$ cat config.mk
export PLATFORM = sky130hd
export DESIGN_NAME = status_led_scheduler
export DESIGN_NICKNAME = d
export VERILOG_FILES = /design/src/rtl/status_led_pkg.sv /design/src/rtl/led_step_timer.sv /design/src/rtl/status_led_scheduler.sv
export SDC_FILE = /design/constraint.sdc
export NUM_CORES = 1
export LEC_CHECK = 0
export ABC_AREA = 1
export BUFFER_PORTS_ARGS = -buffer_cell sky130_fd_sc_hd__buf_4
export CORE_ASPECT_RATIO = 1.75
export CORE_MARGIN = 1
export CORE_UTILIZATION = 56
export CTS_BUF_LIST = sky130_fd_sc_hd__clkbuf_4 sky130_fd_sc_hd__clkbuf_8
export DETAILED_ROUTE_END_ITERATION = 10
export GPL_TIMING_DRIVEN = 0
export PLACE_DENSITY = 0.86
export SETUP_SLACK_MARGIN = 0.02
export SYNTH_ARGS = -nofsm -noshare
export SYNTH_HDL_FRONTEND = slang
export SYNTH_SLANG_ARGS = --single-unit
export TNS_END_PERCENT = 1
$ cat constraint.sdc
create_clock -name clock_i -period 2 [get_ports clock_i]
set_clock_uncertainty 0.15 [all_clocks]
set_input_delay 0.4 -clock clock_i [delete_from_list [all_inputs] [get_ports clock_i]]
set_output_delay 0.4 -clock clock_i [all_outputs]
set_load 0.1 [all_outputs]
$ cat src/rtl/status_led_pkg.sv
// Shared definitions for the status LED scheduler: requester indices,
// pattern geometry, the play-state enumeration and the priority encoder.
package status_led_pkg;

    localparam int NUM_REQ = 4;
    localparam int STEPS   = 16;

    localparam logic [1:0] REQ_HEARTBEAT = 2'd0;
    localparam logic [1:0] REQ_LOCK      = 2'd1;
    localparam logic [1:0] REQ_ACTIVITY  = 2'd2;
    localparam logic [1:0] REQ_ERROR     = 2'd3;

    localparam logic [3:0] LAST_STEP = 4'(STEPS - 1);

    typedef enum logic {
        IDLE = 1'b0,
        PLAY = 1'b1
    } state_t;

    // Fixed priority: the error requester always wins.
    function automatic logic [1:0] highest_req(input logic [NUM_REQ-1:0] req);
        if (req[3])      return REQ_ERROR;
        else if (req[2]) return REQ_ACTIVITY;
        else if (req[1]) return REQ_LOCK;
        else             return REQ_HEARTBEAT;
    endfunction

endpackage

$ cat src/rtl/led_step_timer.sv
// Step prescaler: counts 0..DIV-1 while enabled and flags the last count
// of each step. clear_i forces the count back to zero and wins over enable_i.
module led_step_timer
    import status_led_pkg::*;
#(
    parameter int DIV = 1
) (
    input  logic clock_i,
    input  logic reset_i,
    input  logic clear_i,
    input  logic enable_i,
    output logic tick_o
);

    localparam int             PW   = (DIV > 1) ? $clog2(DIV) : 1;
    localparam logic [PW-1:0]  LAST = PW'(DIV - 1);

    logic [PW-1:0] r_cnt;
    logic          w_at_last;

    assign w_at_last = (r_cnt == LAST);
    // The tick is not masked by clear so the caller can tell a step end
    // from a restart in the same cycle.
    assign tick_o    = enable_i && w_at_last;

    always_ff @(posedge clock_i or posedge reset_i) begin
        if (reset_i) begin
            r_cnt <= '0;
        end else if (clear_i) begin
            r_cnt <= '0;
        end else if (enable_i) begin
            if (w_at_last) r_cnt <= '0;
            else           r_cnt <= r_cnt + PW'(1);
        end
    end

endmodule

$ cat src/rtl/status_led_scheduler.sv
// Shares one status LED among four requesters: fixed-priority arbitration at
// pattern boundaries, immediate preemption by the error requester.
module status_led_scheduler
    import status_led_pkg::*;
#(
    parameter int               CLOCK_HZ = 16000000,
    parameter int               STEP_HZ  = 16,
    parameter logic [STEPS-1:0] PAT0     = 16'h000F,
    parameter logic [STEPS-1:0] PAT1     = 16'h00FF,
    parameter logic [STEPS-1:0] PAT2     = 16'h5555,
    parameter logic [STEPS-1:0] PAT3     = 16'h3333
) (
    input  logic               clock_i,
    input  logic               reset_i,
    input  logic [NUM_REQ-1:0] req_i,
    output logic               led_o,
    output logic [1:0]         grant_o,
    output logic               busy_o,
    output logic               frame_o
);

    localparam int DIV = CLOCK_HZ / STEP_HZ;

    state_t     r_state;
    logic [3:0] r_step;
    logic [1:0] r_grant;
    logic       r_led;
    logic       r_busy;

    logic       w_tick;
    logic       w_pat_end;
    logic       w_preempt;
    logic       w_clear;
    logic       w_any_req;
    logic [1:0] w_winner;

    function automatic logic pat_bit(input logic [1:0] idx, input logic [3:0] stp);
        case (idx)
            REQ_HEARTBEAT: pat_bit = PAT0[stp];
            REQ_LOCK:      pat_bit = PAT1[stp];
            REQ_ACTIVITY:  pat_bit = PAT2[stp];
            default:       pat_bit = PAT3[stp];
        endcase
    endfunction

    assign w_any_req = |req_i;
    assign w_winner  = highest_req(req_i);
    assign w_pat_end = (r_state == PLAY) && w_tick && (r_step == LAST_STEP);
    // A pattern that ends on the same edge is not preempted; priority picks 3.
    assign w_preempt = (r_state == PLAY) && (r_grant != REQ_ERROR) &&
                       req_i[REQ_ERROR] && !w_pat_end;
    assign w_clear   = (r_state != PLAY) || w_preempt;

    led_step_timer #(
        .DIV(DIV)
    ) u_timer (
        .clock_i (clock_i),
        .reset_i (reset_i),
        .clear_i (w_clear),
        .enable_i(r_state == PLAY),
        .tick_o  (w_tick)
    );

    always_ff @(posedge clock_i or posedge reset_i) begin
        if (reset_i) begin
            r_state <= IDLE;
            r_step  <= '0;
            r_grant <= REQ_HEARTBEAT;
            r_led   <= 1'b0;
            r_busy  <= 1'b0;
        end else begin
            case (r_state)
                IDLE: begin
                    if (w_any_req) begin
                        r_state <= PLAY;
                        r_grant <= w_winner;
                        r_step  <= '0;
                        r_led   <= pat_bit(w_winner, 4'd0);
                        r_busy  <= 1'b1;
                    end
                end
                PLAY: begin
                    if (w_preempt) begin
                        r_grant <= REQ_ERROR;
                        r_step  <= '0;
                        r_led   <= PAT3[0];
                    end else if (w_pat_end) begin
                        r_step <= '0;
                        if (w_any_req) begin
                            r_grant <= w_winner;
                            r_led   <= pat_bit(w_winner, 4'd0);
                        end else begin
                            r_state <= IDLE;
                            r_led   <= 1'b0;
                            r_busy  <= 1'b0;
                        end
                    end else if (w_tick) begin
                        r_step <= r_step + 4'd1;
                        r_led  <= pat_bit(r_grant, r_step + 4'd1);
                    end
                end
                default: r_state <= IDLE;
            endcase
        end
    end

    assign led_o   = r_led;
    assign grant_o = r_grant;
    assign busy_o  = r_busy;
    assign frame_o = w_pat_end;

endmodule

==> flow_summary_export.csv <==
group,metric,value,unit
yosys,synth_cell_type_count,26,
pwr,power.leakage,1.11,nW
run_status,run_status,"complete, but fails checks",
routing,avgRoutedWirePerCell,17.8,µm
sta,fin_crit_sh,110,%
yosys,syn_area,0.00174,mm²
sta,rsz0062_at_grt,"yes",
yosys,async_reset_ff_share,100,%
placement,gp_congestion,0.967,
setup_path,timing.rr.end,"u_timer.r_cnt[9]",
setup_path,end_kind,"primary output",
setup_path,r2r-start,"u_timer.r_cnt[17]",
global_routing,antenna_found_initial,0,
sta,hold_violations,0,
floorplanning,dieWidth,44.2,µm
sta,hold_slack,0.236,ns
min_path,hp-class,"input pin to asynchronous set/reset pin",
final_layout,syn2layout_area_growth,38.9,%
final_layout,final_cells,335,
routing,met2WireLength,3020,µm
routing,antenna_left,0,
placement,hpwl,2970,µm
clock_tree,clk_pin_slew,0.08,ns
sta,fmax,0.454,GHz
clock_tree,ctsLongestPathBuffers,2,
sta,setup_violations,27,
routing,wirelength,5960,µm
sta,tns,-3.17,ns
sta,layout_setup_ws,-0.204,ns
final_layout,layout-drive-gt1-share,30.6,%
global_routing,grt_max_degree,30,
final_layout,final_util,82.7,%
routing,wl_met3,458,µm
final_layout,num-fill-cells,150,
setup_path,r2r_slack,-0.19,ns
setup_path,path_max_fanout,4,
yosys,ys_seq_elements,29,
placement,placed_cells,283,
routing,vias_per_cell,6.11,
routing,drtPass1Iterations,5,
global_routing,overflow,0,
clock_tree,cts_sinks,29,
setup_path,start_kind,"flip-flop",
setup_path,arrival,1.65,ns
clock_tree,clock_latency,0.30,ns
clock_tree,tritoncts,"done",
floorplanning,initial_core_util,59.5,%
sta,slew_headroom,25.2,%
routing,vias,2046,
pwr,power.density,887,mW/mm²
floorplanning,die_area,0.00335,mm²
routing,top_layer_used,"met4",
setup_path,worst_r2r_path_depth,12,
setup_path,required,1.45,ns
yosys,ys_seq_area_share,41.6,%
sta,finalWorstPathRequiredPeriod,2.20,ns
yosys,synth_edf_count,0,
setup_path,slowest_delay,0.41,ns
clock_tree,cts_root_buf,"clkbuf_8",
floorplanning,rows,26,
clock_tree,cts.htree.levels,2,
final_layout,nets,314,
yosys,syn_inst,245,
setup_path,worstPathCellList,"nand2_2, nand3b_1, nor2_4, nand3_4, clkinvlp_4, buf_12",
final_layout,seqCellArea,731,µm²
pwr,design_power_total,0.00215,W
sta,tightest_slew,1.12,ns
routing,drt_iter0_drc,182,
final_layout,multi_input_area,961,µm²
sta,slew_violations,0,
floorplanning,ios,11,
clock_tree,cts-buffers-inserted,5,
final_layout,n_antenna_cell,0,
run_status,violations,"setup timing",
final_layout,final_cell_mix,"nand2_1, buf_4, nor2_1, inv_1, dfrtp_1",
yosys,avgSynthCellArea,7.11,µm²
routing,wl_met1,2050,µm
routing,remaining_drc_errors,0,
floorplanning,core,0.00293,mm²
placement,port_buffers,10,
floorplanning,die_height,75.8,µm
global_routing,grt_use_total,35.1,%
pwr,vdd_drop_max,1.06,mV
setup_path,worst-setup-path-type,"flip-flop to primary output",
yosys,yosysWarnings,0,
global_routing,grt_pass1_wl,8310,µm
setup_path,critPathSlowestCell,"dfrtp_1",
yosys,synth.net_count,253,
yosys,synth_ff_type,"dfrtp_1",
run,drv_cap,0,
global_routing,grt_pass1_vias,1944,
-- repair_timing --
action | in CTS | in global routing
cloned | 0 | 0
pin swaps | 7 | 7
setup buffers | 31 | 13
hold buffers | 0 | 0
resized for setup | 18 | 15
setup endpoints to repair | 1 | 30
-- final cells by class --
class	instances	share of cell area [%]
multi-input combinational	180	39.7
sequential	29	30.2
timing repair buffer	54	17.3
inverter	34	5.43
clock buffer	5	2.84
clock inverter	3	1.91
tap	28	1.45
buffer	2	1.24
-- worst max-delay path: cells and delay by family (launching register included) --
family,cells,cell delay [ns]
buffers and inverters,2,0.28
DFF,1,0.41
and+or+nand+nor,4,0.65
-- cell usage after synthesis, types with 2 or more instances --
master,instances,share of area [%]
dfrtp_1,29,42
buf_6,2,1.3
inv_1,33,7.1
xnor2_1,2,1.0
nand2_1,58,12
ha_1,2,1.4
nand4_1,4,1.4
nor4_1,2,0.72
a21oi_1,4,1.1
o21ai_1,4,1.1
nor3_2,2,1.1
nor3_1,11,3.2
nand3b_1,2,0.86
o21ai_0,6,1.7
xor2_1,9,4.5
nand3_1,17,4.9
nor2_1,49,11
-- worst max path at each step --
stage / from / endpoint / depth (start not counted) / slack, ns
after global routing: r_step[1] / led_o / 13 / -0.24
after floorplan: grant_o[0] / u_timer.r_cnt[11] / 5 / -0.01
final: u_timer.r_cnt[17] / frame_o / 6 / -0.20
after global placement: u_timer.r_cnt[0] / frame_o / 6 / -0.18
after detailed placement: u_timer.r_cnt[0] / frame_o / 6 / -0.21
after CTS: r_step[0] / frame_o / 6 / -0.12
-- sequential cells by signal, indices dropped and copies added, names as in the netlist --
signal,flops
led_o,1
u_timer.r_cnt,20
busy_o,1
r_step,4
grant_o,2
r_state,1
-- report_power, final --
group	switching (W)	internal, W
logic	0.000495	0.000250
registers	0.0000916	0.000670
clock network	0.000268	0.000373
total	0.000854	0.00129
-- per-layer routing --
| metal | track usage [%] | vias to the layer above |
|---|---|---|
| met3 | 7.58 | 53 |
| met1 | 32.7 | 930 |
| met4 | 29.0 | 0 |
| li1 | - | 898 |
| met2 | 63.1 | 165 |
| met5 | 0 | - |
-- metrics by stage --
step / setup WS [ns] / area, µm²
final: -0.204 / 2420
after detailed placement: -0.206 / 1860
after global routing: -0.238 / 2420
after CTS: -0.118 / 2270
after global placement: -0.179 / 1860
after floorplan: -0.0131 / 1750
-- cell families after synthesis --
kind of cell    after synthesis  synth area share, %
flops                        29                 41.6
buf+inv                      36                 8.61
simple gates                151                 38.0
xor+xnor                     11                 5.53
fa+ha+maj                     2                 1.44
compound gates               16                 4.81
Note: power is estimated with default switching activity, not from simulation.
